===== config.mk =====
export PLATFORM = sky130hd
export DESIGN_NAME = json_scan_ctrl
export DESIGN_NICKNAME = d
export VERILOG_FILES = /design/src/rtl/json_scan_ctrl.sv
export SDC_FILE = /design/constraint.sdc
export NUM_CORES = 1
export LEC_CHECK = 0
export CAP_MARGIN = 20
export CORE_MARGIN = 10
export CORE_UTILIZATION = 25
export CTS_CLUSTER_SIZE = 8
export DETAILED_ROUTE_END_ITERATION = 6
export PLACE_DENSITY = 0.41
export SLEW_MARGIN = 10
export SYNTH_ARGS = -nofsm -noshare
export SYNTH_HDL_FRONTEND = slang
export SYNTH_SLANG_ARGS = --single-unit

===== constraint.sdc =====
create_clock -name clk -period 3.9 [get_ports clk]
set_clock_uncertainty 0.1 [all_clocks]
set_input_delay 0.975 -clock clk [delete_from_list [all_inputs] [get_ports clk]]
set_output_delay 0.975 -clock clk [all_outputs]
set_load 0.03 [all_outputs]

===== src/rtl/json_scan_ctrl.sv =====
// json_scan_ctrl: streaming structural scanner for the JSON decoding datapath.
// Walks a byte stream, tracks string/escape/scalar lexical state and a
// bracket nesting stack, emits one structural token per significant byte and
// reports the first syntax error with its kind and byte position.
//
// Ports:
//   clk, rst                 clock, synchronous active-high reset
//   in_valid/in_ready        input byte handshake
//   in_data[7:0], in_last    input byte, final byte of the document
//   tok_valid/tok_ready      token handshake (held until accepted)
//   tok_kind[3:0]            1 OBJ_START 2 OBJ_END 3 ARR_START 4 ARR_END
//                            5 STR_START 6 STR_END 7 SCALAR_START 8 COLON 9 COMMA
//   tok_pos[POS_W-1:0]       byte index of the token character
//   tok_depth[DW-1:0]        nesting depth after the token is applied
//   done                     sticky, document complete without error
//   err, err_kind[2:0]       sticky error flag and kind
//                            1 EOF_VALUE 2 EOF_STRING 3 BRACKET_MISMATCH
//                            4 DEPTH_OVERFLOW 5 TRAILING_CHARS 6 UNEXPECTED_CHAR
//   err_pos[POS_W-1:0]       byte index of the offending byte
//
// state        | meaning
// -------------+-------------------------------------------------------------
// S_EXPECT     | a value (or a close of an empty container) must come next
// S_IN_STR     | inside a string body
// S_IN_ESC     | byte after a backslash inside a string
// S_IN_SCALAR  | inside a number/literal, ends at whitespace or structural char
// S_AFTER      | a value completed inside a container; ',' ':' or close next
// S_TOP_DONE   | top-level value complete; only whitespace is legal

module json_scan_ctrl #(
  parameter int MAX_DEPTH = 16,
  parameter int POS_W     = 32,
  localparam int DW       = $clog2(MAX_DEPTH + 1)
) (
  input  logic             clk,
  input  logic             rst,
  input  logic             in_valid,
  output logic             in_ready,
  input  logic [7:0]       in_data,
  input  logic             in_last,
  output logic             tok_valid,
  input  logic             tok_ready,
  output logic [3:0]       tok_kind,
  output logic [POS_W-1:0] tok_pos,
  output logic [DW-1:0]    tok_depth,
  output logic             done,
  output logic             err,
  output logic [2:0]       err_kind,
  output logic [POS_W-1:0] err_pos
);

  localparam logic [2:0] S_EXPECT    = 3'd0;
  localparam logic [2:0] S_IN_STR    = 3'd1;
  localparam logic [2:0] S_IN_ESC    = 3'd2;
  localparam logic [2:0] S_IN_SCALAR = 3'd3;
  localparam logic [2:0] S_AFTER     = 3'd4;
  localparam logic [2:0] S_TOP_DONE  = 3'd5;

  localparam logic [3:0] K_OBJ_START = 4'd1;
  localparam logic [3:0] K_OBJ_END   = 4'd2;
  localparam logic [3:0] K_ARR_START = 4'd3;
  localparam logic [3:0] K_ARR_END   = 4'd4;
  localparam logic [3:0] K_STR_START = 4'd5;
  localparam logic [3:0] K_STR_END   = 4'd6;
  localparam logic [3:0] K_SCALAR    = 4'd7;
  localparam logic [3:0] K_COLON     = 4'd8;
  localparam logic [3:0] K_COMMA     = 4'd9;

  localparam logic [2:0] E_EOF_VALUE  = 3'd1;
  localparam logic [2:0] E_EOF_STRING = 3'd2;
  localparam logic [2:0] E_MISMATCH   = 3'd3;
  localparam logic [2:0] E_OVERFLOW   = 3'd4;
  localparam logic [2:0] E_TRAILING   = 3'd5;
  localparam logic [2:0] E_UNEXPECTED = 3'd6;

  logic [2:0]           state_q, state_d;
  logic [DW-1:0]        depth_q, depth_d;
  logic [MAX_DEPTH-1:0] stack_q, stack_d;   // bit i: 1 = object at depth i+1
  logic [POS_W-1:0]     pos_q, pos_d;
  logic                 just_opened_q, just_opened_d;
  logic                 tok_valid_q, tok_valid_d;
  logic [3:0]           tok_kind_q, tok_kind_d;
  logic [POS_W-1:0]     tok_pos_q, tok_pos_d;
  logic [DW-1:0]        tok_depth_q, tok_depth_d;
  logic                 done_q, done_d;
  logic                 err_q, err_d;
  logic [2:0]           err_kind_q, err_kind_d;
  logic [POS_W-1:0]     err_pos_q, err_pos_d;

  logic is_ws, is_lbrace, is_rbrace, is_lbrack, is_rbrack;
  logic is_open, is_close, is_quote, is_bslash, is_colon, is_comma;
  logic is_struct, is_scalar_start, top_is_obj;
  logic accept;

  assign in_ready = !done_q && !err_q && (!tok_valid_q || tok_ready);
  assign accept   = in_valid && in_ready;

  always_comb begin
    is_ws      = (in_data == 8'h20) || (in_data == 8'h09) ||
                 (in_data == 8'h0A) || (in_data == 8'h0D);
    is_lbrace  = (in_data == 8'h7B);
    is_rbrace  = (in_data == 8'h7D);
    is_lbrack  = (in_data == 8'h5B);
    is_rbrack  = (in_data == 8'h5D);
    is_quote   = (in_data == 8'h22);
    is_bslash  = (in_data == 8'h5C);
    is_colon   = (in_data == 8'h3A);
    is_comma   = (in_data == 8'h2C);
    is_open    = is_lbrace || is_lbrack;
    is_close   = is_rbrace || is_rbrack;
    is_struct  = is_open || is_close || is_colon || is_comma;
    is_scalar_start = (in_data == 8'h2D) ||
                      ((in_data >= 8'h30) && (in_data <= 8'h39)) ||
                      (in_data == 8'h74) || (in_data == 8'h66) || (in_data == 8'h6E);
    top_is_obj = 1'b0;
    for (int i = 0; i < MAX_DEPTH; i++) begin
      if (depth_q == DW'(i + 1)) top_is_obj = stack_q[i];
    end
  end

  logic [2:0]           state_n;
  logic [DW-1:0]        depth_n;
  logic [MAX_DEPTH-1:0] stack_n;
  logic                 jo_n;
  logic                 emit, fault, do_after, do_close;
  logic [3:0]           kind_n;
  logic [2:0]           fault_kind;

  always_comb begin
    state_d       = state_q;
    depth_d       = depth_q;
    stack_d       = stack_q;
    pos_d         = pos_q;
    just_opened_d = just_opened_q;
    tok_valid_d   = tok_valid_q && !tok_ready;
    tok_kind_d    = tok_kind_q;
    tok_pos_d     = tok_pos_q;
    tok_depth_d   = tok_depth_q;
    done_d        = done_q;
    err_d         = err_q;
    err_kind_d    = err_kind_q;
    err_pos_d     = err_pos_q;

    state_n    = state_q;
    depth_n    = depth_q;
    stack_n    = stack_q;
    jo_n       = just_opened_q;
    emit       = 1'b0;
    kind_n     = 4'd0;
    fault      = 1'b0;
    fault_kind = 3'd0;
    do_after   = 1'b0;
    do_close   = 1'b0;

    if (accept) begin
      pos_d = pos_q + POS_W'(1);

      case (state_q)
        S_EXPECT: begin
          if (is_open) begin
            if (depth_q == DW'(MAX_DEPTH)) begin
              fault      = 1'b1;
              fault_kind = E_OVERFLOW;
            end else begin
              for (int i = 0; i < MAX_DEPTH; i++) begin
                if (depth_q == DW'(i)) stack_n[i] = is_lbrace;
              end
              depth_n = depth_q + DW'(1);
              emit    = 1'b1;
              kind_n  = is_lbrace ? K_OBJ_START : K_ARR_START;
              jo_n    = 1'b1;
            end
          end else if (is_quote) begin
            emit    = 1'b1;
            kind_n  = K_STR_START;
            state_n = S_IN_STR;
            jo_n    = 1'b0;
          end else if (is_scalar_start) begin
            emit    = 1'b1;
            kind_n  = K_SCALAR;
            state_n = S_IN_SCALAR;
            jo_n    = 1'b0;
          end else if (is_close && just_opened_q) begin
            do_close = 1'b1;
          end else if (!is_ws) begin
            fault      = 1'b1;
            fault_kind = E_UNEXPECTED;
          end
        end
        S_IN_STR: begin
          if (is_bslash) begin
            state_n = S_IN_ESC;
          end else if (is_quote) begin
            emit    = 1'b1;
            kind_n  = K_STR_END;
            state_n = (depth_q == '0) ? S_TOP_DONE : S_AFTER;
          end
        end
        S_IN_ESC: state_n = S_IN_STR;
        S_IN_SCALAR: begin
          if (is_ws) begin
            state_n = (depth_q == '0) ? S_TOP_DONE : S_AFTER;
          end else if (is_quote) begin
            fault      = 1'b1;
            fault_kind = E_UNEXPECTED;
          end else if (is_struct) begin
            // scalar ends here; the terminator itself is handled as after a value
            do_after = 1'b1;
          end
        end
        S_AFTER: do_after = 1'b1;
        S_TOP_DONE: begin
          if (!is_ws) begin
            fault      = 1'b1;
            fault_kind = E_TRAILING;
          end
        end
        default: begin
          fault      = 1'b1;
          fault_kind = E_UNEXPECTED;
        end
      endcase

      if (do_after) begin
        if (is_ws) begin
          state_n = S_AFTER;
        end else if (is_comma && (depth_q != '0)) begin
          emit    = 1'b1;
          kind_n  = K_COMMA;
          state_n = S_EXPECT;
          jo_n    = 1'b0;
        end else if (is_colon && (depth_q != '0) && top_is_obj) begin
          emit    = 1'b1;
          kind_n  = K_COLON;
          state_n = S_EXPECT;
          jo_n    = 1'b0;
        end else if (is_close) begin
          do_close = 1'b1;
        end else begin
          fault      = 1'b1;
          fault_kind = E_UNEXPECTED;
        end
      end

      if (do_close) begin
        if ((depth_q == '0) || (top_is_obj != is_rbrace)) begin
          fault      = 1'b1;
          fault_kind = E_MISMATCH;
        end else begin
          depth_n = depth_q - DW'(1);
          emit    = 1'b1;
          kind_n  = is_rbrace ? K_OBJ_END : K_ARR_END;
          state_n = (depth_n == '0) ? S_TOP_DONE : S_AFTER;
          jo_n    = 1'b0;
        end
      end

      // end-of-document judgement uses the state after this byte
      if (in_last && !fault) begin
        if ((state_n == S_TOP_DONE) || ((state_n == S_IN_SCALAR) && (depth_n == '0))) begin
          done_d = 1'b1;
        end else begin
          fault      = 1'b1;
          fault_kind = ((state_n == S_IN_STR) || (state_n == S_IN_ESC)) ?
                       E_EOF_STRING : E_EOF_VALUE;
        end
      end

      if (fault) begin
        err_d      = 1'b1;
        err_kind_d = fault_kind;
        err_pos_d  = pos_q;
      end else begin
        state_d       = state_n;
        depth_d       = depth_n;
        stack_d       = stack_n;
        just_opened_d = jo_n;
        if (emit) begin
          tok_valid_d = 1'b1;
          tok_kind_d  = kind_n;
          tok_pos_d   = pos_q;
          tok_depth_d = depth_n;
        end
      end
    end
  end

  always_ff @(posedge clk) begin
    if (rst) begin
      state_q       <= S_EXPECT;
      depth_q       <= '0;
      stack_q       <= '0;
      pos_q         <= '0;
      just_opened_q <= 1'b0;
      tok_valid_q   <= 1'b0;
      tok_kind_q    <= '0;
      tok_pos_q     <= '0;
      tok_depth_q   <= '0;
      done_q        <= 1'b0;
      err_q         <= 1'b0;
      err_kind_q    <= '0;
      err_pos_q     <= '0;
    end else begin
      state_q       <= state_d;
      depth_q       <= depth_d;
      stack_q       <= stack_d;
      pos_q         <= pos_d;
      just_opened_q <= just_opened_d;
      tok_valid_q   <= tok_valid_d;
      tok_kind_q    <= tok_kind_d;
      tok_pos_q     <= tok_pos_d;
      tok_depth_q   <= tok_depth_d;
      done_q        <= done_d;
      err_q         <= err_d;
      err_kind_q    <= err_kind_d;
      err_pos_q     <= err_pos_d;
    end
  end

  assign tok_valid = tok_valid_q;
  assign tok_kind  = tok_kind_q;
  assign tok_pos   = tok_pos_q;
  assign tok_depth = tok_depth_q;
  assign done      = done_q;
  assign err       = err_q;
  assign err_kind  = err_kind_q;
  assign err_pos   = err_pos_q;

endmodule


==> impl_metrics.env <==
export IMPL_synth_top_cell_area_share=0.380
export IMPL_hold_viol_final=0
export IMPL_ant_nets=0
export IMPL_dr_pass1_iters=5
export IMPL_synth_commonest_cells="136 x dfxtp_1, 133 x nand2_1, 53 x mux2i_1, 53 x nor2_1, 52 x clkbuf_1"
export IMPL_initial_utilization=0.256
export IMPL_clkSinkCount=136
export IMPL_reg2regPathDepth=14
export IMPL_p_sw_frac=0.272
export IMPL_syn2layout_area_growth_pct=43.2
export IMPL_critPathMaxStageDelay_ns=0.36
export IMPL_drt_iter0_drc=322
export IMPL_nets=1042
export IMPL_outcome="finished, final reports clean"
export IMPL_finalWirelength_um=25100
export IMPL_vias_per_cell=4.85
export IMPL_fin_hold_ws_ns=0.357
export IMPL_stdcell_count=1413
export IMPL_ys_flop_type="dfxtp_1"
export IMPL_grt_pass1_vias=7005
export IMPL_path_class="register to register"
export IMPL_finalCritPeriodShare=0.962
export IMPL_place_area_um2=9210
export IMPL_required_ns=4.11
export IMPL_syn_inst=847
export IMPL_start_kind="register"
export IMPL_cts_buffer_depth=2
export IMPL_syn_cell_area_um2=7160
export IMPL_crit_top_cell="buf_4"
export IMPL_worst_slew_pin_slew_ns=0.637
export IMPL_grtUsageTotal=0.137
export IMPL_cts_tree="built"
export IMPL_ctsHtreeMaxLevel=4
export IMPL_fin_area_um2=10300
export IMPL_boundaryPins=93
export IMPL_p_comb_frac=0.094
export IMPL_gp_congestion=0.815
export IMPL_die_area_um2=35800
export IMPL_cts_clk_slew_worst_paths_ns=0.06
export IMPL_cts_root_buf="clkbuf_16"
export IMPL_fill_cells=2936
export IMPL_synth_cell_types=84
export IMPL_post_route_drc_count=0
export IMPL_grt_max_degree=56
export IMPL_min_period_ns=3.75
export IMPL_pre_cts_ws_ns=-0.562
export IMPL_vdd_drop_max_v=0.000235
export IMPL_slew_headroom=0.575
export IMPL_clock_power_share=0.489
export IMPL_grt_pass1_wl_um=39700
export IMPL_r2r_slack_ns=0.15
export IMPL_syn_avg_cell_area_um2=8.45
export IMPL_core_um2=28000
export IMPL_arrival_ns=3.96
export IMPL_post_route_util=0.366
export IMPL_synth_nets=867
export IMPL_crit_end="err_kind[0]$_SDFFE_PP0P_"
export IMPL_cellPowerDensity_nw_per_um2=328
export IMPL_synthTopCellsByArea="dfxtp_1 38%, mux2i_1 7.4%, nand2_1 7.0%"
export IMPL_cp_end_kind="register"
export IMPL_dpl_hpwl_um=17700
export IMPL_yosysWarnings=0
export IMPL_antenna_found_initial=0
export IMPL_cts_hold_buf=0
export IMPL_cp_max_fo=14
export IMPL_crit_chain="buf_4 -> ha_1 -> o21ai_0 -> o2111ai_1 -> nor2_2 -> buf_4 -> mux2i_2 -> a21boi_4 -> buf_12 -> o21ai_4 -> nand3_4 -> a31o_4 -> buf_16 -> o31a_1"
export IMPL_cts_buffers=17
export IMPL_synth_top_area_cell="dfxtp_1"
export IMPL_grt_ovfl_total=0
export IMPL_critPathLaunch="depth_q[0]$_SDFFE_PP0P_"
export IMPL_rr_endpoint="err_kind[0]$_SDFFE_PP0P_"
export IMPL_vias=6850
export IMPL_async_flop_share=0
export IMPL_fin_ws_ns=0.148
export IMPL_setup_violations=0
export IMPL_seqPwrFrac=0.417
export IMPL_slew_viol_final=0
export IMPL_yosysMostFrequentCell="dfxtp_1"
export IMPL_min_path_type="register to register"
export IMPL_synth_seq_area_share=0.380
export IMPL_max_cap_violations=0
export IMPL_num_rows=61
export IMPL_synth_edf_count=0
export IMPL_portBuffers=92
export IMPL_die_h_um=189
export IMPL_avgRoutedWirePerCell_um=17.7
export IMPL_die_w_um=189
export IMPL_power_switching_w=0.000915
export IMPL_synth_seq_cells=136
export IMPL_r2r_start="depth_q[0]$_SDFFE_PP0P_"
export IMPL_p_leak_nw=4.02
export IMPL_drive_above_1_share=0.252
export IMPL_crit_slowest_cell="dfxtp_4"
export IMPL_fmax_mhz=267
export IMPL_clk_latency_ns=0.42
export IMPL_diodes=0
export IMPL_internal_power_w=0.00245
export IMPL_placedCellCount=1365
[kinds of logic (layout without fill, tap and decap cells)]
logic type	count (synthesis)	after routing	share of synthesized area
simple gates	385	386	0.277
buf+inv	79	266	0.0489
fa+ha+maj	7	7	0.0122
flops	136	136	0.380
mux	59	59	0.0835
xor+xnor	26	26	0.0318
compound gates	155	155	0.166
[worst min-delay path by stage]
stage,startpoint,endpoint,slack [ns],cells past startpoint
after floorplan,stack_q[0]$_SDFFE_PP0P_,stack_q[0]$_SDFFE_PP0P_,0.33,2
after detailed placement,tok_depth[2]$_SDFFE_PP0P_,tok_depth[2]$_SDFFE_PP0P_,0.35,2
after global routing,stack_q[1]$_SDFFE_PP0P_,stack_q[1]$_SDFFE_PP0P_,0.38,2
after global placement,stack_q[14]$_SDFFE_PP0P_,stack_q[14]$_SDFFE_PP0P_,0.35,2
final,tok_depth[2]$_SDFFE_PP0P_,tok_depth[2]$_SDFFE_PP0P_,0.36,2
after CTS,tok_depth[2]$_SDFFE_PP0P_,tok_depth[2]$_SDFFE_PP0P_,0.36,2
[per-stage QoR]
stage                     power [W]  setup TNS (ns)
final                       0.00337               0
after floorplan             0.00159               0
after CTS                   0.00339         -0.0298
after detailed placement    0.00172          -45.75
after global routing        0.00350        -0.00262
after global placement      0.00173          -45.80
[power groups by stage]
| stage | clock network, W | registers (W) | logic (W) |
|---|---|---|---|
| 2_1_floorplan | 0 | 0.00145 | 0.000147 |
| 5_1_grt | 0.00175 | 0.00140 | 0.000342 |
| 4_1_cts | 0.00169 | 0.00140 | 0.000304 |
| 3_5_place_dp | 0 | 0.00144 | 0.000287 |
| 3_3_place_gp | 0 | 0.00144 | 0.000288 |
| 6_report | 0.00165 | 0.00140 | 0.000318 |
[layer usage]
metal  vias up  global-route usage  share of wire
li1       3441                   -              -
met1      3281               0.165           0.45
met2       110               0.236           0.49
met3        18              0.0334          0.044
met4         0              0.0363          0.011
met5         -                   0              0
[worst max-delay path: cells and delay by family (launching register included)]
family / cells / cell delay [ns]
AND/OR/NAND/NOR: 2 / 0.35
flip-flops: 1 / 0.36
AO/OA/AOI/OAI: 6 / 1.59
adder cells (fa/ha/maj): 1 / 0.34
multiplexers: 1 / 0.28
buffers and inverters: 4 / 0.60
[timing repair]
item	CTS	global route
cloned	1	2
gates resized for setup	25	46
buffers inserted	8	5
endpoints found under the setup margin	76	101
pin swaps	10	18
[layout make-up]
type	instances	area (um^2)	area share
clock buffer	18	439	0.0428
clock inverter	14	153	0.0149
inverter	11	43.8	0.00427
multi-input combinational	633	4350	0.424
sequential	136	2730	0.266
tap	378	473	0.0461
timing repair buffer	223	2070	0.202
[layout by cell type, fill, tap and decap left out, types with 4 or more instances in the layout]
master	instances
a21oi_1	21
a22o_1	4
a31o_1	6
a31o_2	28
a31oi_1	5
and2_1	4
and3_1	23
buf_12	7
buf_4	115
buf_6	6
clkbuf_16	18
clkdlybuf4s50_1	83
dfxtp_1	134
dlymetal6s2s_1	6
ha_1	6
inv_1	10
inv_6	5
inv_8	5
mux2i_1	52
nand2_1	131
nand3_1	33
nand4_1	17
nor2_1	51
nor2b_1	16
nor3_1	11
nor3b_2	4
nor4_1	33
nor4_2	6
o211ai_1	5
o21ai_0	22
o31ai_1	4
or3_1	9
xnor2_1	6
xor2_1	20
[flip-flops by register name, summed over array words and instances (netlist names)]
signal and cells:
tok_pos 32, tok_valid 1, done 1, tok_kind 4
just_opened_q 1, tok_depth 5, depth_q 5, state_q 3
err_pos 32, err 1, err_kind 3, stack_q 16
pos_q 32
Power figures use the tool's default switching activity.
